==> config.mk <==
export PLATFORM = sky130hd
export DESIGN_NAME = oled_spi_receiver
export DESIGN_NICKNAME = d
export VERILOG_FILES = /design/src/rtl/display_pkg.sv /design/src/rtl/link_sync.sv /design/src/rtl/oled_spi_receiver.sv
export SDC_FILE = /design/constraint.sdc
export NUM_CORES = 1
export LEC_CHECK = 0
export BUFFER_PORTS_ARGS = -buffer_cell sky130_fd_sc_hd__clkbuf_2
export CORE_MARGIN = 3
export CORE_UTILIZATION = 48
export DETAILED_ROUTE_END_ITERATION = 10
export GPL_TIMING_DRIVEN = 0
export PLACE_DENSITY = 0.72
export SYNTH_ARGS = -nofsm -noshare
export SYNTH_HDL_FRONTEND = slang
export SYNTH_HIERARCHICAL = 1
export SYNTH_SLANG_ARGS = --single-unit
==> constraint.sdc <==
create_clock -name Clock -period 1.4 [get_ports Clock]
set_input_delay 0.35 -clock Clock [delete_from_list [all_inputs] [get_ports Clock]]
set_output_delay 0.35 -clock Clock [all_outputs]
set_load 0.02 [all_outputs]
==> src/rtl/display_pkg.sv <==
// Shared constants and types for the on-chip display link model.
package display_pkg;

  localparam int DEF_COLS  = 128;
  localparam int DEF_PAGES = 8;
  localparam int COL_W     = $clog2(DEF_COLS);
  localparam int PAGE_W    = $clog2(DEF_PAGES);

  typedef logic [PAGE_W-1:0] page_t;
  typedef logic [COL_W-1:0]  col_t;

  // Opcode prefixes for the optional address commands.
  localparam logic [3:0] CMD_COL_LO = 4'h0;     // 0x00-0x0F : byte[7:4]
  localparam logic [4:0] CMD_COL_HI = 5'b00010; // 0x10-0x17 : byte[7:3]
  localparam logic [4:0] CMD_PAGE   = 5'b10110; // 0xB0-0xB7 : byte[7:3]

endpackage

==> src/rtl/link_sync.sv <==
// Multi-flop synchroniser for one asynchronous link line. It also provides
// registered one-cycle rise/fall pulses. level_o is the delayed level that
// lines up in time with those pulses.
module link_sync #(
  parameter int   STAGES = 2,
  parameter logic IDLE   = 1'b0
) (
  input  logic clk_i,
  input  logic rst_n_i,
  input  logic d_i,
  output logic level_o,
  output logic rise_o,
  output logic fall_o
);

  logic [STAGES-1:0] sync_q;
  logic              prev_q;
  logic              rise_q;
  logic              fall_q;

  // Synchronise the input and register its edge pulses; reset goes to the idle level.
  always_ff @(posedge clk_i) begin
    if (!rst_n_i) begin
      sync_q <= {STAGES{IDLE}};
      prev_q <= IDLE;
      rise_q <= 1'b0;
      fall_q <= 1'b0;
    end else begin
      sync_q <= {sync_q[STAGES-2:0], d_i};
      prev_q <= sync_q[STAGES-1];
      rise_q <= sync_q[STAGES-1] & ~prev_q;
      fall_q <= ~sync_q[STAGES-1] & prev_q;
    end
  end

  assign level_o = prev_q;
  assign rise_o  = rise_q;
  assign fall_o  = fall_q;

endmodule

==> src/rtl/oled_spi_receiver.sv <==
// Display serial link receiver. It oversamples SCLK/nCS/DnC/SDIN,
// assembles MSB-first bytes and turns data bytes into frame-buffer writes
// with an auto-incrementing page/column address.
// Optional feature: define OLED_ADDR_CMD_EN to let command bytes
// 0x00-0x0F, 0x10-0x17 and 0xB0-0xB7 set the column and page address.
module oled_spi_receiver
  import display_pkg::*;
#(
  parameter int COLS        = DEF_COLS,
  parameter int PAGES       = DEF_PAGES,
  parameter int SYNC_STAGES = 2
) (
  input  logic                       Clock,
  input  logic                       nReset,
  input  logic                       SCLK,
  input  logic                       nCS,
  input  logic                       DnC,
  input  logic                       SDIN,
  output logic                       ByteValid,
  output logic [7:0]                 ByteData,
  output logic                       ByteIsData,
  output logic                       WrEn,
  output logic [$clog2(PAGES)-1:0]   WrPage,
  output logic [$clog2(COLS)-1:0]    WrCol,
  output logic [7:0]                 WrData,
  output logic                       FrameErr
);

  localparam int CW = $clog2(COLS);
  localparam int PW = $clog2(PAGES);

  logic sclk_level, sclk_rise, sclk_fall;
  logic ncs_level, ncs_rise, ncs_fall;

  link_sync #(.STAGES(SYNC_STAGES), .IDLE(1'b0)) u_sync_sclk (
    .clk_i   (Clock),
    .rst_n_i (nReset),
    .d_i     (SCLK),
    .level_o (sclk_level),
    .rise_o  (sclk_rise),
    .fall_o  (sclk_fall)
  );

  link_sync #(.STAGES(SYNC_STAGES), .IDLE(1'b1)) u_sync_ncs (
    .clk_i   (Clock),
    .rst_n_i (nReset),
    .d_i     (nCS),
    .level_o (ncs_level),
    .rise_o  (ncs_rise),
    .fall_o  (ncs_fall)
  );

  logic [SYNC_STAGES-1:0] sdin_sync_q;
  logic [SYNC_STAGES-1:0] dnc_sync_q;

  // Plain synchronisers for the data lines. They hold steady for several
  // cycles around each SCLK rise, so no extra alignment flop is needed.
  always_ff @(posedge Clock) begin
    if (!nReset) begin
      sdin_sync_q <= '0;
      dnc_sync_q  <= '0;
    end else begin
      sdin_sync_q <= {sdin_sync_q[SYNC_STAGES-2:0], SDIN};
      dnc_sync_q  <= {dnc_sync_q[SYNC_STAGES-2:0], DnC};
    end
  end

  logic sdin_s, dnc_s;
  assign sdin_s = sdin_sync_q[SYNC_STAGES-1];
  assign dnc_s  = dnc_sync_q[SYNC_STAGES-1];

  // Only 7 bits are kept: the eighth bit goes straight into the byte register.
  logic [6:0]    sr_q, sr_d;
  logic [2:0]    bitcnt_q, bitcnt_d;
  logic          byte_valid_q, byte_valid_d;
  logic [7:0]    byte_data_q, byte_data_d;
  logic          byte_is_data_q, byte_is_data_d;
  logic          wr_en_q, wr_en_d;
  logic          frame_err_q, frame_err_d;
  logic [PW-1:0] page_q, page_d;
  logic [CW-1:0] col_q, col_d;
  logic          shift_en, byte_done;

  // Register all receiver state.
  always_ff @(posedge Clock) begin
    if (!nReset) begin
      sr_q           <= '0;
      bitcnt_q       <= '0;
      byte_valid_q   <= 1'b0;
      byte_data_q    <= '0;
      byte_is_data_q <= 1'b0;
      wr_en_q        <= 1'b0;
      frame_err_q    <= 1'b0;
      page_q         <= '0;
      col_q          <= '0;
    end else begin
      sr_q           <= sr_d;
      bitcnt_q       <= bitcnt_d;
      byte_valid_q   <= byte_valid_d;
      byte_data_q    <= byte_data_d;
      byte_is_data_q <= byte_is_data_d;
      wr_en_q        <= wr_en_d;
      frame_err_q    <= frame_err_d;
      page_q         <= page_d;
      col_q          <= col_d;
    end
  end

  // Shift, byte completion, framing error and address update.
  always_comb begin
    sr_d           = sr_q;
    bitcnt_d       = bitcnt_q;
    byte_valid_d   = 1'b0;
    byte_data_d    = byte_data_q;
    byte_is_data_d = byte_is_data_q;
    wr_en_d        = 1'b0;
    frame_err_d    = 1'b0;
    page_d         = page_q;
    col_d          = col_q;

    // A rise that coincides with the nCS rise still belongs to the frame,
    // so a final bit arriving together with the deselect completes its byte.
    shift_en  = sclk_rise && (!ncs_level || ncs_rise);
    byte_done = shift_en && (bitcnt_q == 3'd7);

    if (ncs_fall) begin
      bitcnt_d = '0;
    end else if (shift_en) begin
      sr_d     = {sr_q[5:0], sdin_s};
      bitcnt_d = bitcnt_q + 3'd1;
      if (bitcnt_q == 3'd7) begin
        byte_valid_d   = 1'b1;
        byte_data_d    = {sr_q, sdin_s};
        byte_is_data_d = dnc_s;
        wr_en_d        = dnc_s;
      end
    end

    if (ncs_rise && !byte_done) begin
      bitcnt_d    = '0;
      frame_err_d = (bitcnt_q != 3'd0) || shift_en;
    end

    // The address advances one cycle after the write strobe, so WrPage/WrCol
    // show the pre-increment address while WrEn is high.
    if (wr_en_q) begin
      if (col_q == CW'(COLS - 1)) begin
        col_d  = '0;
        page_d = (page_q == PW'(PAGES - 1)) ? '0 : page_q + PW'(1);
      end else begin
        col_d = col_q + CW'(1);
      end
    end
`ifdef OLED_ADDR_CMD_EN
    else if (byte_valid_q && !byte_is_data_q) begin
      if (byte_data_q[7:4] == CMD_COL_LO) begin
        col_d[3:0] = byte_data_q[3:0];
      end else if (byte_data_q[7:3] == CMD_COL_HI) begin
        col_d[6:4] = byte_data_q[2:0];
      end else if (byte_data_q[7:3] == CMD_PAGE) begin
        page_d = PW'(byte_data_q[2:0]);
      end
    end
`endif
  end

  assign ByteValid  = byte_valid_q;
  assign ByteData   = byte_data_q;
  assign ByteIsData = byte_is_data_q;
  assign WrEn       = wr_en_q;
  assign WrPage     = page_q;
  assign WrCol      = col_q;
  assign WrData     = byte_data_q;
  assign FrameErr   = frame_err_q;

endmodule
==> results of run 1 <==
[worst max-delay path by stage]
stage,endpoint,cells past startpoint
final,WrPage[0],4
after global routing,WrPage[1],3
after CTS,WrPage[0],4
after detailed placement,ByteIsData,5
after global placement,ByteIsData,5
after floorplan,WrPage[0],4
[critical path, delay by kind of cell, from the launching register on]
kind / cells / cell delay (ns)
AND/OR/NAND/NOR: 1 / 0.50
adder cells (fa/ha/maj): 2 / 0.31
flip-flops: 1 / 0.37
AO/OA/AOI/OAI: 1 / 0.12
[final cells by class]
class / instances / area (sq um)
Inverter: 4 / 15.0
Buffer: 18 / 135
Tap cell: 46 / 57.6
Sequential cell: 45 / 917
Fill cell: 281 / 1190
Multi-Input combinational cell: 123 / 828
Clock buffer: 7 / 86.3
Clock inverter: 1 / 30.0
Timing Repair Buffer: 40 / 230
[per-stage QoR]
stage / instances / instance area [sq um] / hold slack (ns) / utilization (%)
floorplan: 190 / 1840 / 0.386 / -
global placement: 271 / 2070 / 0.389 / 59.2
detailed placement: 271 / 2070 / 0.410 / 59.2
CTS: 280 / 2220 / 0.230 / 63.4
global route: 284 / 2300 / 0.254 / 65.8
finish: 284 / 2300 / 0.235 / 65.8
[layer usage]
layer	vias up	GRT usage, %	routed length (um)	part of all wire, %
met5	-	0	0	0
met4	0	5.32	31	0.94
met3	4	6.49	160	4.8
met2	30	25.0	1500	45
met1	631	20.3	1610	49
li1	726	-	-	-
[sequential cells by signal, summed over array words and instances (netlist names), 2 cells and up]
signal	flops
sdin_sync_q	2
u_sync_ncs/sync_q	2
sr_q	7
WrPage	3
dnc_sync_q	2
ByteData	8
bitcnt_q	3
u_sync_sclk/sync_q	2
WrCol	7
[where the power goes]
| part | switching, W | internal, W |
|---|---|---|
| logic | 0.0000501 | 0.0000299 |
| registers | 0.00000881 | 0.00129 |
| clock network | 0.000420 | 0.000582 |
[what timing repair did]
item / CTS / global route
pin swaps: 3 / 3
resized for setup: 4 / 9
setup endpoints to repair: 1 / 11
cloned: 0 / 1
buffers inserted: 1 / 3
==> impl_metrics.json, run 1 <==
{
  "ios": 36,
  "vias": 1391,
  "viasPerCell": 4.90,
  "reg2reg_to": "WrPage[0]",
  "grt_setup_unrepaired": "false",
  "area_delta_synth_final_pct": 26.8,
  "synth_area_per_cell_sq_um": 9.54,
  "routedWlPerCell_um": 11.6,
  "htree_num_levels": 2,
  "nets": 249,
  "cp.arrival_ns": 1.59,
  "worstMarginPinSlew_ns": 0.471,
  "cpMaxStageDelayCell": "or4_4",
  "firstDrtPassIters": 4,
  "outcome": "completed",
  "crit_type": "reg2reg",
  "hp-start": "nCS",
  "die_w_um": 67.5,
  "coreArea_sq_um": 3490,
  "grt_pass1_vias": 1185,
  "cp_cell_sequence": "ha_4 > ha_4 > or4_4 > a21oi_2",
  "fp.dieH_um": 67.5,
  "grt_max_degree": 14,
  "routed_wl_mm": 3.31,
  "hpwl_mm": 2.30,
  "die_area_sq_um": 4550,
  "cp_max_fo": 3,
  "synth-warning-count": 6,
  "cts-hold-fix-buffers": 0,
  "root_buffer": "clkbuf_8",
  "grt_usage_pct": 16.1,
  "portBuffers": 35,
  "min_path_cells": 2,
  "setup_violations": 0,
  "relSlewSlack_pct": 68.6,
  "clk_pin_slew_worst_paths_ns": 0.08,
  "fin_tns_setup_ns": 0,
  "diodes": 0,
  "drive_gt1_share_pct": 32.4,
  "timing.fmax_mhz": 735,
  "synth_fp_nets": 202,
  "clockBufferDepth": 2,
  "timing.final.crit_share_pct": 97.2,
  "power_density_nw_per_um2": 1030,
  "power.leakage_nw": 0.952,
  "power_w": 0.00238,
  "drt_iter0_drc": 45,
  "syn_area_sq_um": 1810,
  "mostFrequentLayoutCells": "dfxtp_1, clkbuf_2, nand2_1",
  "cp-startpoint": "WrPage[1]",
  "clk_latency_ns": 0.29,
  "cp-start-kind": "flip-flop",
  "ir_drop_mv": 0.861,
  "cts_num_sinks": 45,
  "antenna_left": 0,
  "maxCapViolations": 0,
  "r2r_slack_ns": 0.04,
  "slowest_delay_ns": 0.50,
  "grt-ovfl-total": 0,
  "num_rows": 21,
  "setup_slack_ns": 0.0392,
  "min_to": "u_sync_ncs/sync_q[0]",
  "antenna_found_initial": 0,
  "final_common_cell": "dfxtp_1",
  "slew_violations": 0,
  "worstSetupEndpointType": "flip-flop",
  "cts_tree": "built",
  "cts_buffers": 5,
  "period_minus_slack_ns": 1.36,
  "start_util_pct": 51.9,
  "finalHoldViolCount": 0,
  "timing.hold.worst.class": "in2reg",
  "crit_path_frequent_cell": "ha_4",
  "skew_ns": 0.00768,
  "place.gp.congestion": 0.774,
  "drc": 0,
  "rr_startpoint": "WrPage[1]",
  "r2r_cells": 4,
  "critPathRequiredTime_ns": 1.63,
  "grt_pass1_wl_mm": 5.42,
  "syn_inst": 190,
  "place_ws_ns": -0.113
}
No activity file was read; power rests on OpenSTA's default activity.
==> inputs of run 2 (changes only) <==
--- a/config.mk
+++ b/config.mk
@@ -5,6 +5,7 @@
 export SDC_FILE = /design/constraint.sdc
 export NUM_CORES = 1
 export LEC_CHECK = 0
+export ABC_AREA = 1
 export BUFFER_PORTS_ARGS = -buffer_cell sky130_fd_sc_hd__clkbuf_2
 export CORE_MARGIN = 3
 export CORE_UTILIZATION = 48
==> impl_metrics.json, run 2 <==
{
  "cp.depth": 1,
  "timing.hold.worst.class": "in2reg",
  "ir_drop_mv": 0.934,
  "multi_input_area_sq_um": 698,
  "hpwl_mm": 2.30,
  "fp.dieH_um": 67.5,
  "crit_type": "reg2out",
  "drt_iter0_drc": 104,
  "critPathRequiredTime_ns": 1.05,
  "crit_family": "flip-flops",
  "final_common_cell": "nand2_1",
  "htree_num_levels": 2,
  "worstSetupEndpointType": "primary output",
  "power_density_nw_per_um2": 1090,
  "maxCapViolations": 0,
  "diodes": 0,
  "drive_gt1_share_pct": 24.0,
  "r2r_cells": 5,
  "setup_slack_ns": 0.113,
  "routed_wl_mm": 3.14,
  "nets": 282,
  "n_fill_cell": 332,
  "clk_latency_ns": 0.29,
  "synth_area_per_cell_sq_um": 7.92,
  "start_util_pct": 51.9,
  "area_delta_synth_final_pct": 19.6,
  "outcome": "completed",
  "final_cell_area_sq_um": 2170,
  "coreArea_sq_um": 3490,
  "largest_register_ffs": 8,
  "mostFrequentLayoutCells": "nand2_1, dfxtp_1, clkbuf_2",
  "viasPerCell": 4.58,
  "timing.fmax_mhz": 777,
  "antenna_found_initial": 0,
  "cts_buffers": 5,
  "slew_violations": 0,
  "relSlewSlack_pct": 80.4,
  "grt_pass1_vias": 1253,
  "cts_setup_buffers": 0,
  "cp_cell_sequence": "clkbuf_2",
  "cp_num_buf_inv": 1,
  "slowest_delay_ns": 0.43,
  "synth-warning-count": 6,
  "power.leakage_nw": 1.12,
  "clockBufferDepth": 2,
  "setup_violations": 0,
  "place.gp.congestion": 0.803,
  "min_path_cells": 3,
  "portBuffers": 35,
  "postPlaceCellArea_sq_um": 2050,
  "clk_pin_slew_worst_paths_ns": 0.08,
  "drc": 0,
  "skew_ns": 0.00941,
  "timing.final.crit_share_pct": 92.0,
  "holdWs_ns": 0.232,
  "grt_max_degree": 15,
  "cpMaxStageDelayCell": "dfxtp_1",
  "grt_usage_pct": 15.5,
  "firstDrtPassIters": 4,
  "period_minus_slack_ns": 1.29,
  "grt-ovfl-total": 0,
  "grt_pass1_wl_mm": 5.22,
  "place_ws_ns": -0.212,
  "finalHoldViolCount": 0,
  "grt_setup_unrepaired": "false",
  "num_rows": 21,
  "antenna_left": 0,
  "fin_tns_setup_ns": 0,
  "cp_max_fo": 6,
  "routedWlPerCell_um": 9.91,
  "cp-start-kind": "flip-flop",
  "root_buffer": "clkbuf_8",
  "worstMarginPinSlew_ns": 0.294,
  "die_area_sq_um": 4550,
  "synth_fp_nets": 241,
  "vias": 1451,
  "ios": 36,
  "register_area_sq_um": 901,
  "cp.arrival_ns": 0.94,
  "cts_tree": "built",
  "syn_area_sq_um": 1810,
  "syn_inst": 229,
  "die_w_um": 67.5,
  "cts_num_sinks": 45,
  "power_w": 0.00237
}
-- run 2: cell types whose count changed in the layout (fill, tap and decap cells not counted), sizes merged, moves of 3 or more --
cell,before,now
a21oi,13,10
and2,8,0
and3b,3,0
buf,19,11
clkbuf,46,43
inv,4,32
mux2i,12,0
nand2,26,63
nand2b,6,0
nand3,13,19
nand4,3,7
nor2,4,28
o21ai,12,2
-- run 2: layout make-up --
| class | instances | share of cell area [%] |
|---|---|---|
| flip-flops and latches | 45 | 41.5 |
| well taps | 46 | 2.65 |
| clock buffers | 7 | 3.98 |
| multi-input cells | 139 | 32.2 |
| inverters | 32 | 5.54 |
| clock inverters | 1 | 1.38 |
| plain buffers | 12 | 4.67 |
| repair buffers | 35 | 8.07 |
-- run 2: power by group --
part | internal (W) | leakage, nW | switching (W)
combinational | 0.0000250 | 0.701 | 0.0000489
sequential | 0.00130 | 0.365 | 0.0000102
clock | 0.000582 | 0.0585 | 0.000409
total | 0.00190 | 1.12 | 0.000468
-- run 2: what timing repair did --
item	4_1_cts	5_1_grt
endpoints found under the setup margin	13	9
gates resized for setup	1	1
gates cloned	0	0
hold buffers	0	0
pin swaps	0	0
-- run 2: layer usage --
metal	global-route usage, %	routed length, um	vias up
met2	26.1	1400	36
met3	4.83	216	7
li1	-	-	784
met5	0	0	-
met4	8.35	64	0
met1	17.1	1460	624
-- run 2: metrics by stage --
stage	utilization (%)	cells
final	62.1	317
after global routing	62.1	317
after CTS	61.9	317
after detailed placement	58.6	310
after global placement	58.6	310
after floorplan	-	229
-- run 2: final timing paths --
kind	from	end	slack, ns
setup / recovery	WrCol[4]	WrCol[4]	0.11
hold / removal	nCS	u_sync_ncs/sync_q[0]	0.23
setup reg to reg	bitcnt_q[1]	ByteIsData	0.12
hold reg to reg	u_sync_sclk/level_o	u_sync_sclk/rise_o	0.40
==> inputs of run 3 (changes only) <==
--- a/config.mk
+++ b/config.mk
@@ -10,7 +10,6 @@
 export CORE_MARGIN = 3
 export CORE_UTILIZATION = 48
 export DETAILED_ROUTE_END_ITERATION = 10
-export GPL_TIMING_DRIVEN = 0
 export PLACE_DENSITY = 0.72
 export SYNTH_ARGS = -nofsm -noshare
 export SYNTH_HDL_FRONTEND = slang
==> constraint.sdc (replaced) <==
create_clock -name Clock -period 1.16 [get_ports Clock]
set_input_delay 0.29 -clock Clock [delete_from_list [all_inputs] [get_ports Clock]]
set_output_delay 0.29 -clock Clock [all_outputs]
set_load 0.02 [all_outputs]
==> impl_metrics.json, run 3 (synthesis results as in run 2) <==
{
  "cp_cell_sequence": "buf_6 > buf_8",
  "clk_pin_slew_worst_paths_ns": 0.08,
  "nets": 287,
  "die_w_um": 67.5,
  "drt-met1-wl_mm": 1.63,
  "outcome": "complete, but fails checks",
  "ir_drop_mv": 0.770,
  "grt_pass1_wl_mm": 5.57,
  "crit_type": "reg2out",
  "largest_register_ffs": 8,
  "cpMaxStageDelayCell": "dfxtp_4",
  "cts_num_sinks": 45,
  "coreArea_sq_um": 3490,
  "period_minus_slack_ns": 1.18,
  "grt_pass1_vias": 1283,
  "cp-start-kind": "flip-flop",
  "power.leakage_nw": 1.20,
  "crit_family": "flip-flops",
  "maxCapViolations": 0,
  "grt_max_degree": 19,
  "antenna_left": 0,
  "power_density_nw_per_um2": 1200,
  "drive_gt1_share_pct": 35.1,
  "hp-start": "SDIN",
  "critPathRequiredTime_ns": 0.87,
  "route.met2.wl_mm": 1.66,
  "setup_violations": 2,
  "fp.dieH_um": 67.5,
  "routed_wl_mm": 3.56,
  "hpwl_mm": 2.41,
  "final_util_pct": 68.9,
  "rr_startpoint": "WrCol[0]",
  "diodes": 0,
  "cp.arrival_ns": 0.89,
  "firstDrtPassIters": 4,
  "setup_slack_ns": -0.0213,
  "finalHoldViolCount": 0,
  "cp_num_buf_inv": 2,
  "dp.cells": 310,
  "place_ws_ns": -0.00750,
  "drc": 0,
  "cts_tree": "built",
  "final_cells": 322,
  "routedWlPerCell_um": 11.1,
  "clockBufferDepth": 2,
  "skew_ns": 0.00665,
  "cts_buffers": 5,
  "dr_wl_met3_um": 213,
  "top_layer_used": "met4",
  "worstSetupEndpointType": "primary output",
  "antenna_found_initial": 0,
  "slowest_delay_ns": 0.35,
  "num_rows": 21,
  "timing.hold.worst.class": "in2reg",
  "cts-hold-fix-buffers": 0,
  "worstMarginPinSlew_ns": 0.344,
  "min_to": "sdin_sync_q[0]",
  "grt-ovfl-total": 0,
  "final_common_cell": "nand2_1",
  "mostFrequentLayoutCells": "nand2_1, dfxtp_1, inv_1, buf_4, nor2_1",
  "reg2reg_to": "WrPage[0]",
  "drt_iter0_drc": 75,
  "clk_latency_ns": 0.30,
  "htree_num_levels": 2,
  "holdWs_ns": 0.166,
  "vias": 1539,
  "cp_max_fo": 3,
  "portBuffers": 35,
  "relSlewSlack_pct": 77.0,
  "grt_setup_unrepaired": "true",
  "place.gp.congestion": 0.824,
  "r2r_cells": 6,
  "slew_violations": 0,
  "die_area_sq_um": 4550,
  "min_path_cells": 3,
  "viasPerCell": 4.78,
  "ios": 36,
  "area_delta_synth_final_pct": 32.8,
  "timing.fmax_mhz": 847,
  "root_buffer": "clkbuf_8",
  "start_util_pct": 51.9,
  "grt_usage_pct": 17.2,
  "timing.final.crit_share_pct": 102,
  "r2r_slack_ns": 0.04,
  "violations": "negative setup slack"
}
-- run 3: changes by cell type in the layout (fill, tap and decap cells not counted), sizes merged --
cell / delta
buf: +26
clkbuf: -22
bufinv: -1
clkinv: +1
nand3: +1
-- run 3: cell type report --
type	count	area (sq um)
Clock buffer	7	119
Clock inverter	1	5.00
Fill cell	280	1090
Inverter	32	120
Multi-Input combinational cell	140	752
Sequential cell	45	931
Tap cell	46	57.6
Timing Repair Buffer	51	424
-- run 3: how the worst max path moves through the flow --
stage	to	start	cells after the start	slack [ns]
4_1_cts	WrCol[0]	WrCol[0]	2	-0.04
3_3_place_gp	bitcnt_q[0]	bitcnt_q[1]	6	0.03
6_report	WrCol[0]	WrCol[0]	2	-0.02
3_5_place_dp	ByteData[0]	bitcnt_q[0]	5	-0.008
2_1_floorplan	WrPage[0]	WrCol[0]	6	0.004
5_1_grt	WrCol[0]	WrCol[0]	2	-0.05
-- run 3: worst register-to-register path: stages (launching register included) --
cell	delay [ns]
dfxtp_4	0.35
ha_1	0.17
nand2_2	0.09
nor2_4	0.15
nand2_4	0.09
a21oi_1	0.13
nor2_1	0.05
-- run 3: where the power goes --
group | leakage, nW | total (W) | switching, W | internal, W
clock | 0.0645 | 0.00121 | 0.000525 | 0.000682
sequential | 0.374 | 0.00157 | 0.0000117 | 0.00155
combinational | 0.766 | 0.000111 | 0.0000678 | 0.0000434
total | 1.20 | 0.00288 | 0.000604 | 0.00228
-- run 3: repair_timing --
action | in CTS | in global routing
resized for setup | 20 | 59
setup buffers | 1 | 4
setup endpoints to repair | 23 | 48
cloned | 0 | 1
pin swaps | 1 | 2
-- run 3: routing by layer --
layer / up-vias / GRT usage, %
met5: - / 0
met2: 42 / 27.6
met3: 5 / 6.49
met1: 697 / 19.9
met4: 0 / 9.11
li1: 795 / -
-- run 3: stage by stage --
stage / setup TNS, ns / instance area (sq um) / total power [W]
2_1_floorplan: 0 / 1840 / 0.00167
3_3_place_gp: 0 / 2080 / 0.00171
3_5_place_dp: -0.0123 / 2080 / 0.00171
4_1_cts: -0.0987 / 2280 / 0.00292
5_1_grt: -0.217 / 2410 / 0.00302
6_report: -0.0275 / 2410 / 0.00288
